[config.mk]
export PLATFORM = sky130hd
export DESIGN_NAME = csd2bin_arb
export DESIGN_NICKNAME = d
export VERILOG_FILES = /design/src/rtl/csd_pkg.sv /design/src/rtl/csd2bin.sv /design/src/rtl/rr_arbiter.sv /design/src/rtl/csd2bin_arb.sv
export SDC_FILE = /design/constraint.sdc
export NUM_CORES = 1
export LEC_CHECK = 0
export BUFFER_PORTS_ARGS = -buffer_cell sky130_fd_sc_hd__buf_2
export CAP_MARGIN = 0
export CORE_ASPECT_RATIO = 1.1
export CORE_MARGIN = 1.5
export CORE_UTILIZATION = 25
export CTS_BUF_LIST = sky130_fd_sc_hd__clkbuf_8
export CTS_CLUSTER_SIZE = 25
export DETAILED_ROUTE_END_ITERATION = 7
export PLACE_DENSITY = 0.45
export REMOVE_ABC_BUFFERS = 1
export SLEW_MARGIN = 20
export SYNTH_ARGS = -nofsm -noshare
export SYNTH_HDL_FRONTEND = slang
export SYNTH_SLANG_ARGS = --single-unit
[constraint.sdc]
create_clock -name clk -period 6.8 [get_ports clk]
set_clock_uncertainty 0.1 [all_clocks]
set_input_delay 1.36 -clock clk [delete_from_list [all_inputs] [get_ports clk]]
set_output_delay 1.36 -clock clk [all_outputs]
set_load 0.005 [all_outputs]
[src/rtl/csd_pkg.sv]
// Shared definitions for the CSD-to-binary arbiter: word widths, FSM
// encoding, a constant clog2 helper and a behavioural CSD reference.
//
// CSD digit i sits in operand bits [2*i+1 : 2*i]:
//    2'b00 -> 0, 2'b01 -> +1, 2'b10 -> -1, 2'b11 -> 0 (the two halves cancel).
package csd_pkg;

   localparam int W    = 15;
   localparam int WCSD = 2 * W;

   localparam logic [1:0] IDLE = 2'd0;
   localparam logic [1:0] CONV = 2'd1;
   localparam logic [1:0] OUT  = 2'd2;

   // Bits needed to index 'value' items (never less than 1).
   function automatic int clog2(input int value);
      int bits;
      int rem;
      bits = 0;
      rem  = value - 1;
      while (rem > 0) begin
         bits++;
         rem = rem >>> 1;
      end
      return (bits == 0) ? 1 : bits;
   endfunction

   // Digit-by-digit signed sum of the CSD word, reduced modulo 2^W.
   function automatic logic [W-1:0] csd_ref(input logic [WCSD-1:0] csd);
      longint sum;
      sum = 0;
      for (int i = 0; i < W; i++) begin
         case (csd[2*i +: 2])
            2'b01:   sum = sum + (longint'(1) << i);
            2'b10:   sum = sum - (longint'(1) << i);
            default: sum = sum;
         endcase
      end
      return sum[W-1:0];
   endfunction

endpackage

[src/rtl/csd2bin.sv]
// Combinational CSD-to-binary converter: the positive-digit bits and the
// negative-digit bits form two plain binary words whose difference is the
// value (digit 2'b11 adds and subtracts the same weight, i.e. zero).
module csd2bin #(
   parameter int W = 15
) (
   input  logic [2*W-1:0] x,
   output logic [W-1:0]   y
);

   logic [W-1:0] pos;
   logic [W-1:0] neg;

   // Split the interleaved digit pairs into positive and negative weights.
   always_comb begin
      pos = '0;
      neg = '0;
      for (int i = 0; i < W; i++) begin
         pos[i] = x[2*i];
         neg[i] = x[2*i+1];
      end
   end

   assign y = pos - neg;

endmodule

[src/rtl/rr_arbiter.sv]
// Round-robin rotate-priority encoder: grants the first requester above
// 'ptr' (the previous winner), wrapping modulo N. Purely combinational.
module rr_arbiter
   import csd_pkg::*;
#(
   parameter int N   = 4,
   parameter int IDW = clog2(N)
) (
   input  logic [N-1:0]   req,
   input  logic [IDW-1:0] ptr,
   input  logic           en,
   output logic [N-1:0]   gnt,
   output logic [IDW-1:0] gnt_id
);

   logic found;
   int   idx;

   // Walk ptr+1 .. ptr+N (mod N) and keep the first active requester.
   always_comb begin
      // NOTE: every output gets a default before the search so no path
      // leaves it unassigned, which would otherwise infer a latch.
      gnt    = '0;
      gnt_id = '0;
      found  = 1'b0;
      idx    = 0;
      for (int k = 1; k <= N; k++) begin
         idx = (int'(ptr) + k) % N;
         if (!found && req[IDW'(idx)]) begin
            found  = 1'b1;
            gnt_id = IDW'(idx);
         end
      end
      if (en && found) begin
         gnt[gnt_id] = 1'b1;
      end
   end

endmodule

[src/rtl/csd2bin_arb.sv]
// Shares one csd2bin converter among N requesters. A round-robin grant
// registers the winning operand, the next cycle converts it, and the
// result is held with its requester tag until the consumer takes it.
module csd2bin_arb #(
   parameter int W    = csd_pkg::W,
   parameter int N    = 4,
   parameter int IDW  = csd_pkg::clog2(N),
   parameter int CNTW = 16
) (
   input  logic              clk,
   input  logic              rst_n,
   input  logic              ena,
   input  logic [N-1:0]      req_valid,
   input  logic [N*2*W-1:0]  req_x,
   output logic [N-1:0]      req_ready,
   output logic              out_valid,
   input  logic              out_ready,
   output logic [W-1:0]      out_y,
   output logic [IDW-1:0]    out_id,
   output logic              busy,
   output logic [CNTW-1:0]   done_cnt
);

   import csd_pkg::*;

   localparam int OPW = 2 * W;

   logic [1:0]     state;
   logic [OPW-1:0] x_reg;
   logic [IDW-1:0] id_reg;
   logic [IDW-1:0] ptr;
   logic [N-1:0]   gnt;
   logic [IDW-1:0] gnt_id;
   logic           free;
   logic           arb_en;
   logic           acc;
   logic [OPW-1:0] x_sel;
   logic [W-1:0]   conv_y;

   // A new operand can enter when idle, or when the held result leaves
   // this cycle; reset and ena=0 both suppress any grant.
   always_comb begin
      free   = (state == IDLE) || ((state == OUT) && out_ready);
      arb_en = rst_n && ena && free;
      acc    = arb_en && (|req_valid);
      x_sel  = req_x[int'(gnt_id)*OPW +: OPW];
   end

   rr_arbiter #(
      .N   (N),
      .IDW (IDW)
   ) u_arb (
      .req    (req_valid),
      .ptr    (ptr),
      .en     (arb_en),
      .gnt    (gnt),
      .gnt_id (gnt_id)
   );

   assign req_ready = gnt;
   assign busy      = (state != IDLE);

   csd2bin #(
      .W (W)
   ) u_conv (
      .x (x_reg),
      .y (conv_y)
   );

   // Capture the granted operand, its tag, and move the priority pointer.
   always_ff @(posedge clk or negedge rst_n) begin
      if (!rst_n) begin
         // NOTE: the operand register is reset as well, so a freshly reset
         // block never presents leftover data to the converter.
         x_reg  <= '0;
         id_reg <= '0;
         ptr    <= IDW'(N - 1);
      end else if (acc) begin
         // NOTE: non-blocking assignments so every register here samples
         // the values from before the edge, independent of statement order.
         x_reg  <= x_sel;
         id_reg <= gnt_id;
         ptr    <= gnt_id;
      end
   end

   // Control FSM: IDLE -> CONV -> OUT, back to CONV when a request is
   // accepted in the same cycle as the result handshake.
   always_ff @(posedge clk or negedge rst_n) begin
      if (!rst_n) begin
         state     <= IDLE;
         out_valid <= 1'b0;
         out_y     <= '0;
         out_id    <= '0;
         done_cnt  <= '0;
      end else if (ena) begin
         case (state)
            IDLE: begin
               if (acc) begin
                  state <= CONV;
               end
            end
            CONV: begin
               out_y     <= conv_y;
               out_id    <= id_reg;
               out_valid <= 1'b1;
               state     <= OUT;
            end
            OUT: begin
               if (out_ready) begin
                  done_cnt  <= done_cnt + CNTW'(1);
                  out_valid <= 1'b0;
                  state     <= acc ? CONV : IDLE;
               end
            end
            default: begin
               out_valid <= 1'b0;
               state     <= IDLE;
            end
         endcase
      end
   end

endmodule

Yosys cells after proc, flatten, opt, wreduce, memory -nomap -nowiden. Index checks and enable logic that the tools add are counted.

Output and inout bits: 39. Word-level logic and storage cells: 76. Bits of input ports: 128. Bits in registers: 70.

Muxes and demuxes: 29. Magnitude comparators: 6. Reductions and logical operators: 20. Multipliers: 1. Shift-type cells: 1. Add/sub/neg operators: 6. Bitwise operators: 1. Equality and inequality tests: 4.

Operator list (number): $shiftx 120x8->30 (1); $add 16x1->16 const B (1); $lt 2x4->1 const B (4); $mux 1 (15); $sub 15x15->15 (1); $mux 2 (6); $logic_and 1x1->1 (9); $reduce_and 3->1 (3); $bmux 1 s2 (4); $mul 2x4->6 const B (1); $pmux 2 s3 (1); $add 2x1->2 const B (2); $add 2x2->2 const B (2); $mux 4 (1); $ne 2x2->1 const B (2); $reduce_or 4->1 (1); $logic_not 1->1 (3); $lt 2x3->1 const B (1); $pmux 1 s3 (1); $demux 1 s2 (1); $eq 2x1->1 const B (1); $eq 2x2->1 const B (1); $ge 2x1->1 const B (1); $logic_not 2->1 (1); other kinds (4) (4).

Depth between registers and ports, before layout. Gate-level depths: netlist of run 1.

Word-level depth: 19. Gate-level depth with buffers: 9. Mapped depth without buffers: 9.

Hierarchy. A second synthesis of run 1 with hierarchy kept.

Cells, all modules: 362. Area, all modules: 4643.2 um^2.

Modules (own cells, without submodules): csd2bin_arb (seq. area each 1754.2 um^2, instances 1, cells an instance 228, area an instance 3707.3 um^2); csd2bin (seq. area each 0.0 um^2, instances 1, cells an instance 112, area an instance 813.3 um^2); rr_arbiter (seq. area each 0.0 um^2, instances 1, cells an instance 22, area an instance 122.6 um^2).

Worst setup path after synthesis of run 1. OpenSTA, ideal clock, no wires.

Path kind: input-to-output. Start point: input req_valid[2]. End point: output req_ready[0]. Required time: 5.340 ns. Path buffers: 2. Arrival time: 2.472 ns. Slack: 2.868 ns. Cell stages on the path: 5. Cell sequence: o41ai_1 -> a2111oi_2 -> buf_2 -> buf_4 -> nor3b_1.

Longest elaborated chain between the ends: 18. Elaborated cells on any way between the ends: 33. Those cells by class: order compare (2); mux (23); reduce/logical (8).

RTL lines: start, declared (RTL line csd2bin_arb.sv:13) `input logic [N-1:0] req_valid,`; $bmux 1 s2 (RTL line rr_arbiter.sv:29) `if (!found && req[IDW'(idx)]) begin`; $mux 1 (not written as such) (2 in series) (RTL line rr_arbiter.sv:29); $mux 1 (RTL line rr_arbiter.sv:29); $logic_not 1->1 (RTL line rr_arbiter.sv:29); $logic_and 1x1->1 (RTL line rr_arbiter.sv:29); $mux 1 (RTL line rr_arbiter.sv:29); $logic_not 1->1 (RTL line rr_arbiter.sv:29); $logic_and 1x1->1 (RTL line rr_arbiter.sv:29); $mux 1 (RTL line rr_arbiter.sv:29); $logic_not 1->1 (RTL line rr_arbiter.sv:29); $logic_and 1x1->1 (RTL line rr_arbiter.sv:29); $mux 2 (RTL line rr_arbiter.sv:29); $lt 2x3->1 (not written as such) / $ge 2x1->1 (equally long branches) (RTL line rr_arbiter.sv:35) `gnt[gnt_id] = 1'b1;`; $logic_and 1x1->1 (not written as such) (RTL line rr_arbiter.sv:35); $mux 1 (not written as such) (RTL line rr_arbiter.sv:35); $demux 1 s2; $mux 4 (*) (RTL line rr_arbiter.sv:34) `if (en && found) begin`; end, declared (RTL line csd2bin_arb.sv:15) `output logic [N-1:0] req_ready,`.

Mark *: on every way between the ends. The rest lies on a longest branch, timed or not. The select of a mux whose other input is x is not followed.

Worst setup path in the final report of run 1.
Start point: input req_valid[0]. End point: output req_ready[3].

Same word-level chain as after synthesis.

==> metrics, run 1 <==
outcome finished clean; Seq pwr share 0.291; Post-Layout Cell Count 834; Lkg Pwr 2.944 nW; maxcap violations 0; largest net degree at the start of global routing roughly 70; routed vias 3643; Clk pin slew, worst setup/hold paths 0.07 ns; Top Ports 167; worst slew pin tran between 0.9 and 1 ns; WP data arrival approximately 3 ns; global route overflow 0; flops & latches, synth 70; CTS resizes 0; most frequent cells after synthesis mux2i_1 (91), dfrtp_1 (68), nand2_1 (34); ys flop type dfrtp_1; Final Net Count 736; share of post-route cells with drive strength above 1 0.3792; proportion of synthesized area in mux cells 0.2864; dominant cell type by area after synthesis dfrtp_1; Avg Synthesized Cell Area 10.58 um2; Design Area, Final 5776 um2; Compound-Gate Fraction of Synth Area 0.08809; Max Clk Rate 0.2276 GHz; count leader, synth mux2i_1; Inserted Diodes 0; register area share after synthesis 0.3884; final hold slack roughly 0.38 ns; switching pwr between 0.9 and 1 mW; Post-Synthesis Cell Area around 4500 um2; power per cell area roughly 400 nW/um2; yosys warns 0; final period utilization 0.6462; Critical Path RT 5.34 ns; setup bufs post-CTS 0; largest cells by area after synthesis dfrtp_1 (38%), mux2i_1 (20%), mux2_2 (7.7%); Clock Tree Buf Depth 2; CTS tree built; DP Wirelength 8334 um; sw frac 0.4052; hold buffers post-CTS 0; share of the core filled with cells 0.3268; CP endpoint kind primary output; Simple-Gate Fraction of Synth Area 0.09197; Internal between 1 and 1.5 mW; vias in the first global route 3651; Via density 4.368; Comb power frac 0.568; adder-cell share of the synthesized area 0.04598; final hold vios 0; number of port buffers 166; initial antenna violation count 0; Synth async-reset ratio 1.000; hold path depth 1; Synth top area share 0.3767; EDFF count, synth 0; H-tree depth 3; area grow syn2layout 27.87%; FP Rows 51; placed insts slightly above 800; worst-case vdd ir drop 0.1412 mV; Final ANT Viol Nets 0; hold crit path type flip-flop to flip-flop; global-route wire length before repair 17790 um; TritonRoute pass-1 iters 4; Largest register FFs 30; WL per Instance about 13 um; core box area 17680 um2; xor and xnor fraction of the mapped netlist area 0.05429; Routed WL ~11000 um; setup violators final 0; placed instance area 5595 um2; CP Max Fanout 43; Final Total Pwr 2.319 mW; Final Wtd Congestion 0.8154; Starting Density 0.2555; CP Class input port to primary output; Post-route DRC 0; Worst setup SP type input port; Clk pwr share 0.142; clock sink count 70; DRC marker count from the first detailed-route iteration between 100 and 150; total track usage 0.1198; Final min period 4.394 ns; R2R depth 7; Die X between 100 and 150 um; CTS Buf Count 9; final-report max-slew violation count 0; Max-slew headroom 0.3834; clock latency at the later pin of the worst-skew pair roughly 0.36 ns; total die area 18880 um2; combinational family with the most area after synthesis multiplexers; Netlist cell types 47; Die Y 144.0 um; post-synthesis cell count 427; RSZ-0062 raised after global routing no; clock root cell clkbuf_8
[cells by family after synthesis]
kind of cell	after synthesis
buffers and inverters	40
and+or+nand+nor	87
xor gates and xnor gates	28
muxes	125
DFF	70
AOI/OAI and AO/OA	61
adders and majority gates	16
[routing by layer]
layer / global-route usage / share of wire / vias to the layer above
met5: 0 / 0 / -
met4: 0.04967 / 0.016 / 0
met3: 0.03190 / 0.052 / 14
met2: 0.2038 / 0.48 / 100
met1: 0.1443 / 0.46 / 1688
li1: - / - / 1841
[final cells by class]
class | count | area, um2
clock buffer | 9 | 123.9
inverter | 21 | 78.83
fill | 1857 | 11900
sequential | 70 | 1754
timing repair buffer | 173 | 885.9
tap | 238 | 297.8
clock inverter | 6 | 56.30
multi-input combinational | 317 | 2579
[stage by stage]
stage / worst slack [ns] / TNS, ns
2_1_floorplan: -0.2920 / -0.5683
3_3_place_gp: 2.382 / 0
3_5_place_dp: 2.358 / 0
4_1_cts: 2.356 / 0
5_1_grt: 2.135 / 0
6_report: 2.406 / 0
[layout by cell type, fill, tap and decap left out, types with 2 or more instances in the layout]
cell / n
buf_2: 165
mux2i_1: 91
dfrtp_1: 68
nand2_1: 34
mux2_2: 31
inv_1: 22
nor2_1: 19
o21ai_0: 17
xnor2_1: 16
ha_1: 15
a21oi_1: 13
o21ai_1: 12
xor2_1: 12
clkbuf_8: 9
nand2b_1: 8
buf_4: 8
nand3_1: 6
nand4_1: 6
nor2b_1: 4
o41ai_1: 3
mux2_1: 3
a21o_1: 2
o21a_1: 2
o31ai_1: 2
clkinv_2: 2
dfstp_2: 2
[power by group through the flow]
stage	Clock, mW	Sequential [mW]	Combinational (mW)
after global routing	0.364	0.697	1.49
after detailed placement	0	0.685	1.34
after floorplan	0	0.668	1.02
after global placement	0	0.681	1.32
final	0.329	0.674	1.32
after CTS	0.345	0.677	1.35
[critical path, stage by stage]
cell and delay [ns]:
buf_2 0.13, o21ai_0 0.16, nor2_1 0.10, nor3_4 0.17, buf_4 0.54, nand2_1 0.21, nor2b_1 0.13, buf_2 0.12
[path summary, 6_finish.rpt]
| check | slack [ns] | start | endpoint |
|---|---|---|---|
| max | 2.41 | req_valid[0] | req_ready[3] |
| max in group asynchronous | 4.87 | rst_n | x_reg[29] |
| min | 0.38 | done_cnt[15] | done_cnt[15] |
| max reg2reg | 4.35 | x_reg[6] | out_y[13] |
| min in group asynchronous | 1.14 | rst_n | out_id[1] |
| min reg2reg | 0.38 | done_cnt[15] | done_cnt[15] |
Power figures use the tool's default switching activity.
==> run 2, diff against run 1 <==
ABC_AREA = 1   (was unset)
PLACE_DENSITY = 0.46   (was 0.45)
clock period = 3.8 ns   (was 6.8 ns; I/O delays follow)
==> metrics, run 2 <==
met3 usage 0.02711 (was 0.03190); Final Net Count 1057 (was 736); power per cell area 935.0 nW/um2 (was 401.5 nW/um2); hold buffers post-CTS 0 (unchanged); area grow syn2layout 23.45% (was 27.87%); Comb power frac 0.686 (was 0.568); Avg Synthesized Cell Area 6.560 um2 (was 10.58 um2); DP Wirelength 10420 um (was 8334 um); worst min-delay path startpoint done_cnt[15] (unchanged); initial antenna violation count 0 (unchanged); largest cells by area after synthesis dfrtp_1 (34%), nand2_1 (30%), nand3_1 (7.2%) (was dfrtp_1 (38%), mux2i_1 (20%), mux2_2 (7.7%)); most common cell after layout, fill and taps aside nand2_1 (was buf_2); H-tree depth 3 (unchanged); EDFF count, synth 0 (unchanged); proportion of synthesized area in mux cells 0 (was 0.2864); Clk pin slew, worst setup/hold paths 0.07 ns (about the same); final hold vios 0 (unchanged); vias in the first global route 4631 (was 3651); global route overflow 0 (unchanged); Lkg Pwr 3.654 nW (was 2.944 nW); CP Max Fanout 16 (was 43); Via density 4.313 (was 4.368); final hold slack 0.3629 ns (was 0.3784 ns); most frequent cells after synthesis nand2_1 (400), nand3_1 (72), dfrtp_1 (68) (was mux2i_1 (91), dfrtp_1 (68), nand2_1 (34)); CTS resizes 0 (unchanged); Compound-Gate Fraction of Synth Area 0.05682 (was 0.08809); M1 GR Usage 0.1754 (was 0.1443); largest net degree at the start of global routing 71 (unchanged); Starting Density 0.2534 (was 0.2555); CP startpoint ptr[0] (was req_valid[0]); post-synthesis cell count 762 (was 427); outcome finished clean (unchanged); total die area 20850 um2 (was 18880 um2); Max Clk Rate a little over 0.3 GHz; setup bufs post-CTS 0 (unchanged); WP data arrival 2.40 ns (was 2.93 ns); flops & latches, synth 70 (unchanged); worst slew pin tran 0.9372 ns (was 0.9250 ns); CTS Buf Count 9 (unchanged); Final Wtd Congestion 0.7982 (was 0.8154); switching pwr 3.068 mW (was 0.9395 mW); yosys warns 0 (unchanged); global-route wire length before repair 22830 um (was 17790 um); Routed WL 14140 um (was 10920 um); Netlist cell types 37 (was 47); xor and xnor fraction of the mapped netlist area 0.03855 (was 0.05429); Max-slew headroom 0.3745 (was 0.3834); RSZ-0062 raised after global routing no (unchanged); hold crit path type flip-flop to flip-flop (unchanged); Top Ports 167 (unchanged); CTS tree built (unchanged); FP Rows 54 (was 51); WL per Instance 12.09 um (was 13.10 um); core box area 19730 um2 (was 17680 um2); Post-Synthesis Cell Area 4999 um2 (was 4517 um2); Clk pwr share 0.102 (was 0.142); Filler Cell Count 2285 (was 1857); TritonRoute pass-1 iters 4 (unchanged); total track usage 0.1390 (was 0.1198); setup violators final 0 (unchanged); clock latency at the later pin of the worst-skew pair 0.35 ns (was 0.36 ns); Inserted Diodes 0 (unchanged); clock sink count 70 (unchanged); Critical Path RT 2.94 ns (was 5.34 ns); Die X 137.8 um (was 131.2 um); clock root cell clkbuf_8 (unchanged); routed vias 5042 (was 3643); dominant cell type by area after synthesis dfrtp_1 (unchanged); Final min period 3.256 ns; ys flop type dfrtp_1 (unchanged); maxcap violations 0 (unchanged); most frequent cells in the layout nand2_1 (400), buf_2 (165), nand3_1 (72) (was buf_2 (165), mux2i_1 (91), dfrtp_1 (68)); Final ANT Viol Nets 0 (unchanged); Seq pwr share 0.212 (was 0.291); DRC marker count from the first detailed-route iteration 229 (was 138); share of post-route cells with drive strength above 1 0.2301 (was 0.3792); CP Class flip-flop to primary output (was input port to primary output); number of port buffers 166 (unchanged); Die Y 151.3 um (was 144.0 um); FF-to-FF Start x_reg[0] (was x_reg[6]); Final TNS setup 0 ns (unchanged); sw frac 0.5317 (was 0.4052); Internal 2.702 mW (was 1.379 mW); Synth async-reset ratio 1.000 (unchanged); Largest register FFs 30 (unchanged); adder-cell share of the synthesized area 0.04155 (was 0.04598); grt met2 use 0.2418 (was 0.2038); worst-case vdd ir drop 0.4472 mV (was 0.1412 mV); CP endpoint kind primary output (unchanged); Most Crowded Layer GR met2 (unchanged); final period utilization 0.8568; Worst setup SP type flip-flop (was input port); Post-route DRC 0 (unchanged); combinational family with the most area after synthesis simple AND/OR/NAND/NOR gates (was multiplexers); Simple-Gate Fraction of Synth Area 0.4298 (was 0.09197); final-report max-slew violation count 0 (unchanged); Clock Tree Buf Depth 2 (unchanged); register area share after synthesis 0.3509 (was 0.3884); count leader, synth nand2_1 (was mux2i_1); Synth top area share 0.3404 (was 0.3767)
## run 2: routing by layer
layer,vias to the layer above,wire length (um)
li1,2685,-
met1,2244,6507
met2,101,6831
met3,12,641
met4,0,158
met5,-,0
## run 2: through the flow
step	worst slack (ns)	utilization	cell area [um2]	instances	power, mW
2_1_floorplan	0.1004	-	4773	727	4.072
3_3_place_gp	0.7890	0.3037	5991	1154	5.284
3_5_place_dp	0.7664	0.3037	5991	1154	5.296
4_1_cts	0.4714	0.3128	6171	1169	5.928
5_1_grt	0.2656	0.3128	6171	1169	6.555
6_report	0.5441	0.3128	6171	1169	5.770
## run 2: kinds of logic (layout without fill, tap and decap cells)
| family | Yosys count | in the layout |
|---|---|---|
| fa+ha+maj | 16 | 16 |
| flops | 70 | 70 |
| buf+inv | 82 | 237 |
| simple gates | 520 | 520 |
| compound gates | 52 | 52 |
| xor+xnor | 22 | 22 |
## run 2: power groups by stage
stage	logic (mW)	registers, mW	clock network (mW)
2_1_floorplan	2.86	1.21	0
3_3_place_gp	4.06	1.23	0
3_5_place_dp	4.06	1.23	0
4_1_cts	4.09	1.22	0.619
5_1_grt	4.64	1.26	0.649
6_report	3.96	1.22	0.590
## run 2: area by class of cell
cell class | instances | area [um2] | share of cell area
Inverter | 47 | 186.4 | 0.03021
Multi-Input combinational cell | 610 | 2834 | 0.4592
Tap cell | 252 | 315.3 | 0.05109
Sequential cell | 70 | 1754 | 0.2843
Timing Repair Buffer | 175 | 900.9 | 0.1460
Clock inverter | 6 | 56.30 | 0.009124
Clock buffer | 9 | 123.9 | 0.02007
## run 2: path summary, 6_finish.rpt
path | cells after the start | endpoint | slack, ns
worst min-delay path | 1 | done_cnt[15] | 0.36
worst max-delay path | 11 | req_ready[2] | 0.54
worst max register to register | 11 | out_y[10] | 1.15
max in group asynchronous | 2 | x_reg[5] | 2.47
min in group asynchronous | 2 | done_cnt[2] | 0.55
worst min register to register | 1 | done_cnt[15] | 0.36
## run 2: critical path, stage by stage, from the launching register on
cell and delay, ns:
dfstp_2 0.69, inv_6 0.08, nand2_1 0.07, nand2_1 0.07, nand2_1 0.09, nand2_2 0.09, o21ai_1 0.19, nand2_2 0.09
nand2_1 0.08, nand2_2 0.21, nor3_1 0.22, buf_2 0.15
